<file path="src/rtl/master_tx_ps2_pkg.sv">
// Shared PS/2 framing definitions: FSM encodings, frame layout constants, parity helper.
// The PS/2 receiver imports the same package so both sides agree on the frame format.
package master_tx_ps2_pkg;

    typedef enum logic [2:0] {
        ST_IDLE   = 3'd0,
        ST_START  = 3'd1,
        ST_DATA   = 3'd2,
        ST_PARITY = 3'd3,
        ST_STOP   = 3'd4,
        ST_GAP    = 3'd5
    } ps2_state_e;

    localparam int   FRAME_BITS = 11;
    localparam int   DATA_BITS  = FRAME_BITS - 3;
    localparam logic START_BIT  = 1'b0;
    localparam logic STOP_BIT   = 1'b1;

    // Parity bit for a data byte; odd=1 makes ones(data+parity) odd.
    function automatic logic ps2_parity(input logic [7:0] d, input logic odd);
        return (^d) ^ odd;
    endfunction

endpackage

</file>
<file path="src/rtl/master_tx_ps2_slot_timer.sv">
// Bit-slot phase counter for the PS/2 transmitter: one slot is 2*HALF_PERIOD clocks.
// Flags the SDA update point, the SCL-low half and the last cycle of the slot.
module master_tx_ps2_slot_timer #(
    parameter int HALF_PERIOD = 2500
) (
    input  logic clk,
    input  logic rst,
    input  logic clr,
    output logic set_pt,
    output logic low_ph,
    output logic slot_end
);

    localparam int            PW      = $clog2(2 * HALF_PERIOD);
    localparam logic [PW-1:0] SET_PH  = PW'(HALF_PERIOD / 2);
    localparam logic [PW-1:0] FALL_PH = PW'(HALF_PERIOD);
    localparam logic [PW-1:0] LAST_PH = PW'(2 * HALF_PERIOD - 1);

    logic [PW-1:0] ph;

    always_ff @(posedge clk or negedge rst) begin
        if (!rst)                ph <= '0;
        else if (clr || slot_end) ph <= '0;
        else                     ph <= ph + 1'b1;
    end

    assign set_pt   = (ph == SET_PH);
    assign low_ph   = (ph >= FALL_PH);
    assign slot_end = (ph == LAST_PH);

endmodule

</file>
<file path="src/rtl/master_tx_ps2.sv">
// PS/2 device-side transmitter: sends one byte per accepted load as an 11-bit frame
// (start, 8 data LSB-first, parity, stop), driving SCL and SDA from registers.
module master_tx_ps2
    import master_tx_ps2_pkg::*;
#(
    parameter int HALF_PERIOD = 2500,
    parameter bit PARITY_ODD  = 1'b1,
    parameter int GAP_SLOTS   = 1
) (
    input  logic       clk,
    input  logic       rst,
    input  logic [7:0] data_in,
    input  logic       data_load,
    input  logic       inhibit,
    output logic       ready,
    output logic       SCL,
    output logic       SDA,
    output logic       tx_done,
    output logic       tx_error
);

    localparam int            GW         = (GAP_SLOTS > 1) ? $clog2(GAP_SLOTS) : 1;
    localparam logic [GW-1:0] GAP_LAST   = GW'((GAP_SLOTS > 0) ? GAP_SLOTS - 1 : 0);
    localparam logic [2:0]    BIT_LAST   = 3'(DATA_BITS - 1);
    localparam ps2_state_e    POST_FRAME = (GAP_SLOTS > 0) ? ST_GAP : ST_IDLE;

    ps2_state_e    state, state_nxt;
    logic [7:0]    shreg;
    logic          par;
    logic [2:0]    bit_cnt;
    logic [GW-1:0] gap_cnt;
    logic          inh_meta, inh_s;
    logic          set_pt, low_ph, slot_end;
    logic          accept, abort, in_frame;

    assign in_frame = state inside {ST_START, ST_DATA, ST_PARITY, ST_STOP};
    assign abort    = inh_s && (state inside {ST_START, ST_DATA, ST_PARITY});
    assign accept   = (state == ST_IDLE) && data_load && ready && !inh_s;

    // Phase is held at zero while idle so an accepted load always starts a fresh slot.
    master_tx_ps2_slot_timer #(.HALF_PERIOD(HALF_PERIOD)) u_slot_timer (
        .clk      (clk),
        .rst      (rst),
        .clr      ((state == ST_IDLE) || abort),
        .set_pt   (set_pt),
        .low_ph   (low_ph),
        .slot_end (slot_end)
    );

    always_ff @(posedge clk or negedge rst) begin
        if (!rst) begin
            inh_meta <= 1'b0;
            inh_s    <= 1'b0;
        end else begin
            inh_meta <= inhibit;
            inh_s    <= inh_meta;
        end
    end

    always_ff @(posedge clk or negedge rst) begin
        if (!rst) state <= ST_IDLE;
        else      state <= state_nxt;
    end

    always_comb begin
        state_nxt = state;
        case (state)
            ST_IDLE:   if (accept) state_nxt = ST_START;
            ST_START:  if (abort) state_nxt = POST_FRAME;
                       else if (slot_end) state_nxt = ST_DATA;
            ST_DATA:   if (abort) state_nxt = POST_FRAME;
                       else if (slot_end && bit_cnt == BIT_LAST) state_nxt = ST_PARITY;
            ST_PARITY: if (abort) state_nxt = POST_FRAME;
                       else if (slot_end) state_nxt = ST_STOP;
            ST_STOP:   if (slot_end) state_nxt = POST_FRAME;
            ST_GAP:    if (slot_end && gap_cnt == GAP_LAST) state_nxt = ST_IDLE;
            default:   state_nxt = ST_IDLE;
        endcase
    end

    always_ff @(posedge clk or negedge rst) begin
        if (!rst) begin
            shreg   <= '0;
            par     <= 1'b0;
            bit_cnt <= '0;
            gap_cnt <= '0;
        end else begin
            if (accept) begin
                shreg   <= data_in;
                par     <= ps2_parity(data_in, PARITY_ODD);
                bit_cnt <= '0;
            end else if (state == ST_DATA && slot_end) begin
                shreg   <= {1'b0, shreg[7:1]};
                bit_cnt <= bit_cnt + 1'b1;
            end
            if (state != ST_GAP) gap_cnt <= '0;
            else if (slot_end)   gap_cnt <= gap_cnt + 1'b1;
        end
    end

    // Line drivers lag the phase counter by one clock, so every output is a flop.
    always_ff @(posedge clk or negedge rst) begin
        if (!rst) begin
            SCL      <= 1'b1;
            SDA      <= 1'b1;
            ready    <= 1'b1;
            tx_done  <= 1'b0;
            tx_error <= 1'b0;
        end else begin
            tx_done  <= (state == ST_STOP) && slot_end;
            tx_error <= abort;
            ready    <= (state == ST_IDLE) && (state_nxt == ST_IDLE) && !inh_s;
            if (abort || !in_frame) begin
                SCL <= 1'b1;
                SDA <= 1'b1;
            end else begin
                SCL <= !low_ph;
                if (set_pt) begin
                    case (state)
                        ST_START:  SDA <= START_BIT;
                        ST_DATA:   SDA <= shreg[0];
                        ST_PARITY: SDA <= par;
                        default:   SDA <= STOP_BIT;
                    endcase
                end
            end
        end
    end

endmodule

</file>
<file path="config.mk">
export PLATFORM = sky130hd
export DESIGN_NAME = master_tx_ps2
export DESIGN_NICKNAME = d
export VERILOG_FILES = /design/src/rtl/master_tx_ps2_pkg.sv /design/src/rtl/master_tx_ps2_slot_timer.sv /design/src/rtl/master_tx_ps2.sv
export SDC_FILE = /design/constraint.sdc
export NUM_CORES = 1
export LEC_CHECK = 0
export ABC_AREA = 1
export BUFFER_PORTS_ARGS = -buffer_cell sky130_fd_sc_hd__clkbuf_2
export CORE_MARGIN = 2
export CORE_UTILIZATION = 40
export CTS_BUF_LIST = sky130_fd_sc_hd__clkbuf_8
export CTS_CLUSTER_SIZE = 40
export DETAILED_ROUTE_END_ITERATION = 7
export SLEW_MARGIN = 25
export SYNTH_ARGS = -nofsm -noshare
export SYNTH_HDL_FRONTEND = slang
export SYNTH_SLANG_ARGS = --single-unit
</file>
<file path="constraint.sdc">
create_clock -name clk -period 1.4 [get_ports clk]
set_input_delay 0.14 -clock clk [delete_from_list [all_inputs] [get_ports clk]]
set_output_delay 0.14 -clock clk [all_outputs]
set_load 0.01 [all_outputs]
</file>
# Word level (Yosys, flattened, before mapping)
# Cells that the tools add are included.
[totals]
ff_bits = 36
latchBits = 0
mem_bits_rw = 0
romBits = 0
inputBits = 12
out_inout_bits = 5
elab_cells = 73
memories = 0
[classes]
add_sub_neg = 3
multipliers = 0
div_mod_pow = 0
magnitude_cmp = 1
eq_ne = 9
n_shift = 0
muxes = 21
bitwise_logic = 2
n_reduce_logical = 24
[op_table]
columns = ["operator", "n"]
rows = [
  ["$mux 3", 11],
  ["$pmux 3 s6", 1],
  ["$mux 8", 2],
  ["$add 13x1->13 const B", 1],
  ["$eq 13x11->1 const B", 1],
  ["$eq 13x13->1 const B", 1],
  ["$ge 13x12->1 const B", 1],
  ["$mux 13", 1],
  ["$logic_and 1x1->1", 10],
  ["$eq 3x3->1 const B", 3],
  ["$reduce_xor 8->1", 1],
  ["$eq 3x2->1 const B", 2],
  ["$logic_not 3->1", 2],
  ["$reduce_bool 2->1", 3],
  ["$mux 1", 5],
  ["$reduce_bool 4->1", 1],
  ["$add 3x1->3 const B", 1],
  ["$eq 3x1->1 const B", 1],
  ["$logic_not 1->1", 3],
  ["$logic_or 1x1->1", 3],
  ["$ne 3x3->1 const B", 1],
  ["$pmux 1 s3", 1],
  ["$reduce_bool 3->1", 1],
  ["$not 1->1", 2],
  ["$add 1x1->1 const B", 1],
]

# Logic depth before layout (Yosys ltp)
[logic_depth]
word_depth = 9
ltp_mapped = 10
depth_no_buf = 10

# Hierarchy
# From an unflattened synthesis, not the netlist that was laid out.
[hier_totals]
cells_unflattened = 299
area_unflattened_um2 = 2257.2
[modules_own_cells]
columns = ["mod", "instances", "cells_each", "area_each_um2", "seq_area_each_um2"]
rows = [
  ["master_tx_ps2", 1, 183, 1398.8, 579.3],
  ["master_tx_ps2_slot_timer", 1, 116, 858.3, 325.3],
]

# Least setup slack after synthesis
# No wires, ideal clock.
[synth_timing]
path_type = "register -> register"
startpoint = "register u_slot_timer.ph[0]"
endpoint = "register state[0]"
setup_time_ps = 124
arrival_time_ps = 1297
t_required_ps = 1276
slack_ps = -21
stages_incl_launch_ff = 10
path_buffers = 0
synth_period_minus_slack_ps = 1421
path_cell_list = "dfrtp_1 > ha_1 > nand2_1 > inv_2 > nand2_1 > nor2_2 > nand3b_1 > nand2_1 > nand3_1 > or2_1"
[synth_between]
elab_chain_cells = 5
word_cells_on_any_way = 12
cone_classes = "eq/ne: 1; mux: 9; reduce/logical: 2"
[synth_lines]
columns = ["element", "line_no", "text"]
rows = [
  ["from (decl)", "master_tx_ps2_slot_timer.sv:19", "logic [PW-1:0] ph;"],
  ["from (signal assigned)", "master_tx_ps2_slot_timer.sv:24", "else ph <= ph + 1'b1;"],
  ["$eq 13x13->1 (*)", "master_tx_ps2_slot_timer.sv:29", "assign slot_end = (ph == LAST_PH);"],
  ["$logic_and 1x1->1", "master_tx_ps2.sv:72", "else if (slot_end && bit_cnt == BIT_LAST) state_nxt = ST_PARITY;"],
  ["$mux 3", "master_tx_ps2.sv:72", ""],
  ["$mux 3", "master_tx_ps2.sv:71", "ST_DATA: if (abort) state_nxt = POST_FRAME;"],
  ["$pmux 3 s6 (*)", "master_tx_ps2.sv:67", "case (state)"],
  ["via state_nxt[0]", "master_tx_ps2.sv:27", "ps2_state_e state, state_nxt;"],
  ["to (signal assigned)", "master_tx_ps2.sv:62", "else state <= state_nxt;"],
  ["to (decl)", "master_tx_ps2.sv:27", ""],
]
# The timed path passes the listed nets; every way through them passes the cells marked *.
# A chain may end at the register's enable or synchronous reset.

# Final worst setup path
[layout_timing]
startpoint = "register u_slot_timer.ph[4]"
endpoint = "register state[0]"
# Same word-level chain as after synthesis.

==> flow_summary.ini <==
[routing]
drc = 0
drt_iter0_drc = 55
ant_nets = 0
first_pass_iters = 4
viasPerCell = 4.64
wl_per_cell_um = 11.7
routed_wirelength_mm = 4.28
vias = 1700

[grt]
antenna_found_initial = 0
track_usage_pct = 16.7
grt_pass1_vias = 1616
gr-total-overflow = 0
grt_pass1_wl_mm = 7.03
grt_max_degree = 37

[timing]
min_period_over_period_pct = 107
fin_ws_ns = -0.103
fmax_mhz = 665
finalHoldViolations = 0
fin_crit_ns = 1.50
report.final.slew_viol_count = 0
slew_headroom_pct = 69.9
holdWs_ns = 0.103
max_slew.worst_pin.slew_ns = 0.451
setup_viol = 10
fin_skew_ns = 0.00394
rsz0062_at_grt = yes

[die]
initial_utilization_pct = 41.8
die_y_um = 74.7
ios = 17
dieArea_sq_um = 5580
rows = 25
die_w_um = 74.7
core_area_sq_um = 4790

[setup_path]
reg2reg_depth = 7
worstSetupPathType = flop to flop
critPathMaxStageDelay_ns = 0.42
cp_max_fo = 4
required_ns = 1.57
cp_slowest_cell = dfrtp_1
path_cells = nor2_1 -> nand2_4 -> nor2_4 -> nand3b_1 -> nand2_2 -> nand3_2 -> or2_1
r2r_slack_ns = -0.10
worstPathArrival_ns = 1.68
cp-end-kind = flop
critPathBufInv = 0
start_kind = flop
startpoint = u_slot_timer.ph[4]
timing.rr.start = u_slot_timer.ph[4]
r2r-end = state[0]
path_delay_family = simple AND/OR/NAND/NOR gates

[yosys]
synth_ff_type = dfrtp_1
synthAdderAreaFrac_pct = 3.13
synth_compound_area_share_pct = 8.45
yosys.area_share.simple_pct = 32.2
synth_mux_area_share_pct = 0
avgSynthCellArea_sq_um = 8.47
yosysSeqAreaShare_pct = 45.3
yosys.area.top_type = dfrtp_1
ys_warn_count = 0
synthXorXnorAreaFrac_pct = 3.51
synth_cell_types = 34
netlist_area_sq_um = 2000
postSynthNetCount = 253
synth_edf_count = 0
synth_area_leaders = dfrtp_1 41%, nand2_1 8.8%, nor2_1 5.3%
ys_ff_latch = 36
synth_top_family_by_area = simple AND/OR/NAND/NOR gates
synth_top_area_share_pct = 41.3
async_reset_ff_share_pct = 100
syn-instance-count = 236

[final_layout]
area_growth_pct = 37.9
n_antenna_cell = 0
final_common_cell = nand2_1
layout-drive-gt1-share_pct = 43.8
final_cell_mix = 38 x nand2_1, 35 x buf_4, 32 x dfrtp_1
layout.nets = 315

[placement]
io_buffers = 16
dpl.hpwl_mm = 3.08
place.gp.congestion = 0.903

[job]
maxCapViolCount = 0

[clock_network]
clock-root-buffer = clkbuf_8
cts.sinks = 36
htreeDepth = 2
numCtsBuffers = 5
clkLatencyLatePin_ns = 0.28
clk_path_buf_depth = 2
clk_pin_slew_ns = 0.07
cts_tree = done

[power_and_ir_drop]
power_density_nw_per_um2 = 1310
peakVddDrop_v = 0.000739
p_leak_nw = 1.37
finalPower_mw = 3.60

[worst_hold_path]
worst_hold_path.endpoint = shreg[7]
min_from = data_in[7]
holdPathStages = 3
min_path_type = input port to flop

[status]
violations = setup timing
status = finished, violations left
sequential cells by signal, summed over array words and instances (netlist names):
name,flops
u_slot_timer.ph,13
shreg,8
bit_cnt,3
state,3
SCL,1
SDA,1
gap_cnt,1
inh_meta,1
inh_s,1
par,1
ready,1
tx_done,1
tx_error,1
worst register-to-register path: cells and delay by family (launching register included):
kind          cells  cell delay [ns]
flops             1             0.42
simple gates      7             0.99
cell usage after synthesis, types with 3 or more instances:
library cell	number
dfstp_2	3
nor2_2	4
ha_1	5
inv_2	7
nor3b_1	3
a21oi_1	9
nand2_2	4
nand3_1	9
nor3_1	12
o21ai_0	6
inv_1	25
xnor2_1	5
xor2_1	3
nor2_4	4
nor2_1	28
nand2_1	47
o21ai_1	5
dfrtp_1	33
logic make-up (layout without fill, tap and decap cells):
group / after synthesis / count (layout)
adders and majority gates: 5 / 5
xor gates and xnor gates: 8 / 8
and+or+nand+nor: 123 / 125
AOI/OAI and AO/OA: 29 / 29
DFF: 36 / 36
buffers and inverters: 35 / 96
worst max-delay path by stage:
stage	to	slack, ns	cells past startpoint
4_1_cts	state[0]	-0.08	9
6_report	state[0]	-0.10	7
3_5_place_dp	state[0]	-0.07	9
2_1_floorplan	bit_cnt[1]	-0.02	7
5_1_grt	state[0]	-0.23	7
3_3_place_gp	u_slot_timer.ph[12]	-0.03	10
through the flow:
step	TNS, ns	setup slack (ns)	cell area [sq um]	std cells	utilization, %
floorplan	-0.0452	-0.0162	2010	236	-
detailed placement	-0.322	-0.0672	2420	352	50.7
global route	-2.70	-0.231	2760	366	57.6
finish	-0.341	-0.103	2760	366	57.6
CTS	-0.338	-0.0771	2620	366	54.7
global placement	-0.133	-0.0271	2420	352	50.7
layer usage:
metal  share of wire, %  vias to the layer above  track usage [%]  routed length [um]
met5                  0                        -                0                   0
met4               0.79                        0             4.17                  34
met3                3.8                        5             4.02                 163
met2                 47                       28             26.5                2020
met1                 48                      778             23.2                2060
li1                   -                      889                -                   -
power breakdown:
group | total (mW) | internal [mW] | leakage (nW) | switching [mW]
logic | 1.27 | 0.526 | 0.856 | 0.745
registers | 1.45 | 1.29 | 0.458 | 0.155
clock network | 0.878 | 0.521 | 0.0593 | 0.357
total | 3.60 | 2.34 | 1.37 | 1.26
timing repair:
action / CTS / global route
hold buffers: 2 / 0
pin swaps: 3 / 18
setup endpoints to repair: 18 / 29
setup buffers: 2 / 0
hold endpoints to repair: 34 / 0
gates cloned: 2 / 0
resized for setup: 7 / 41
final cells by class:
type,count,area [sq um]
inverter,33,131
timing repair buffer,55,394
multi-input combinational,167,1130
clock buffer,5,68.8
clock inverter,3,38.8
fill,441,2030
tap,67,83.8
sequential,36,906
(Power assumes the default switching activity.)
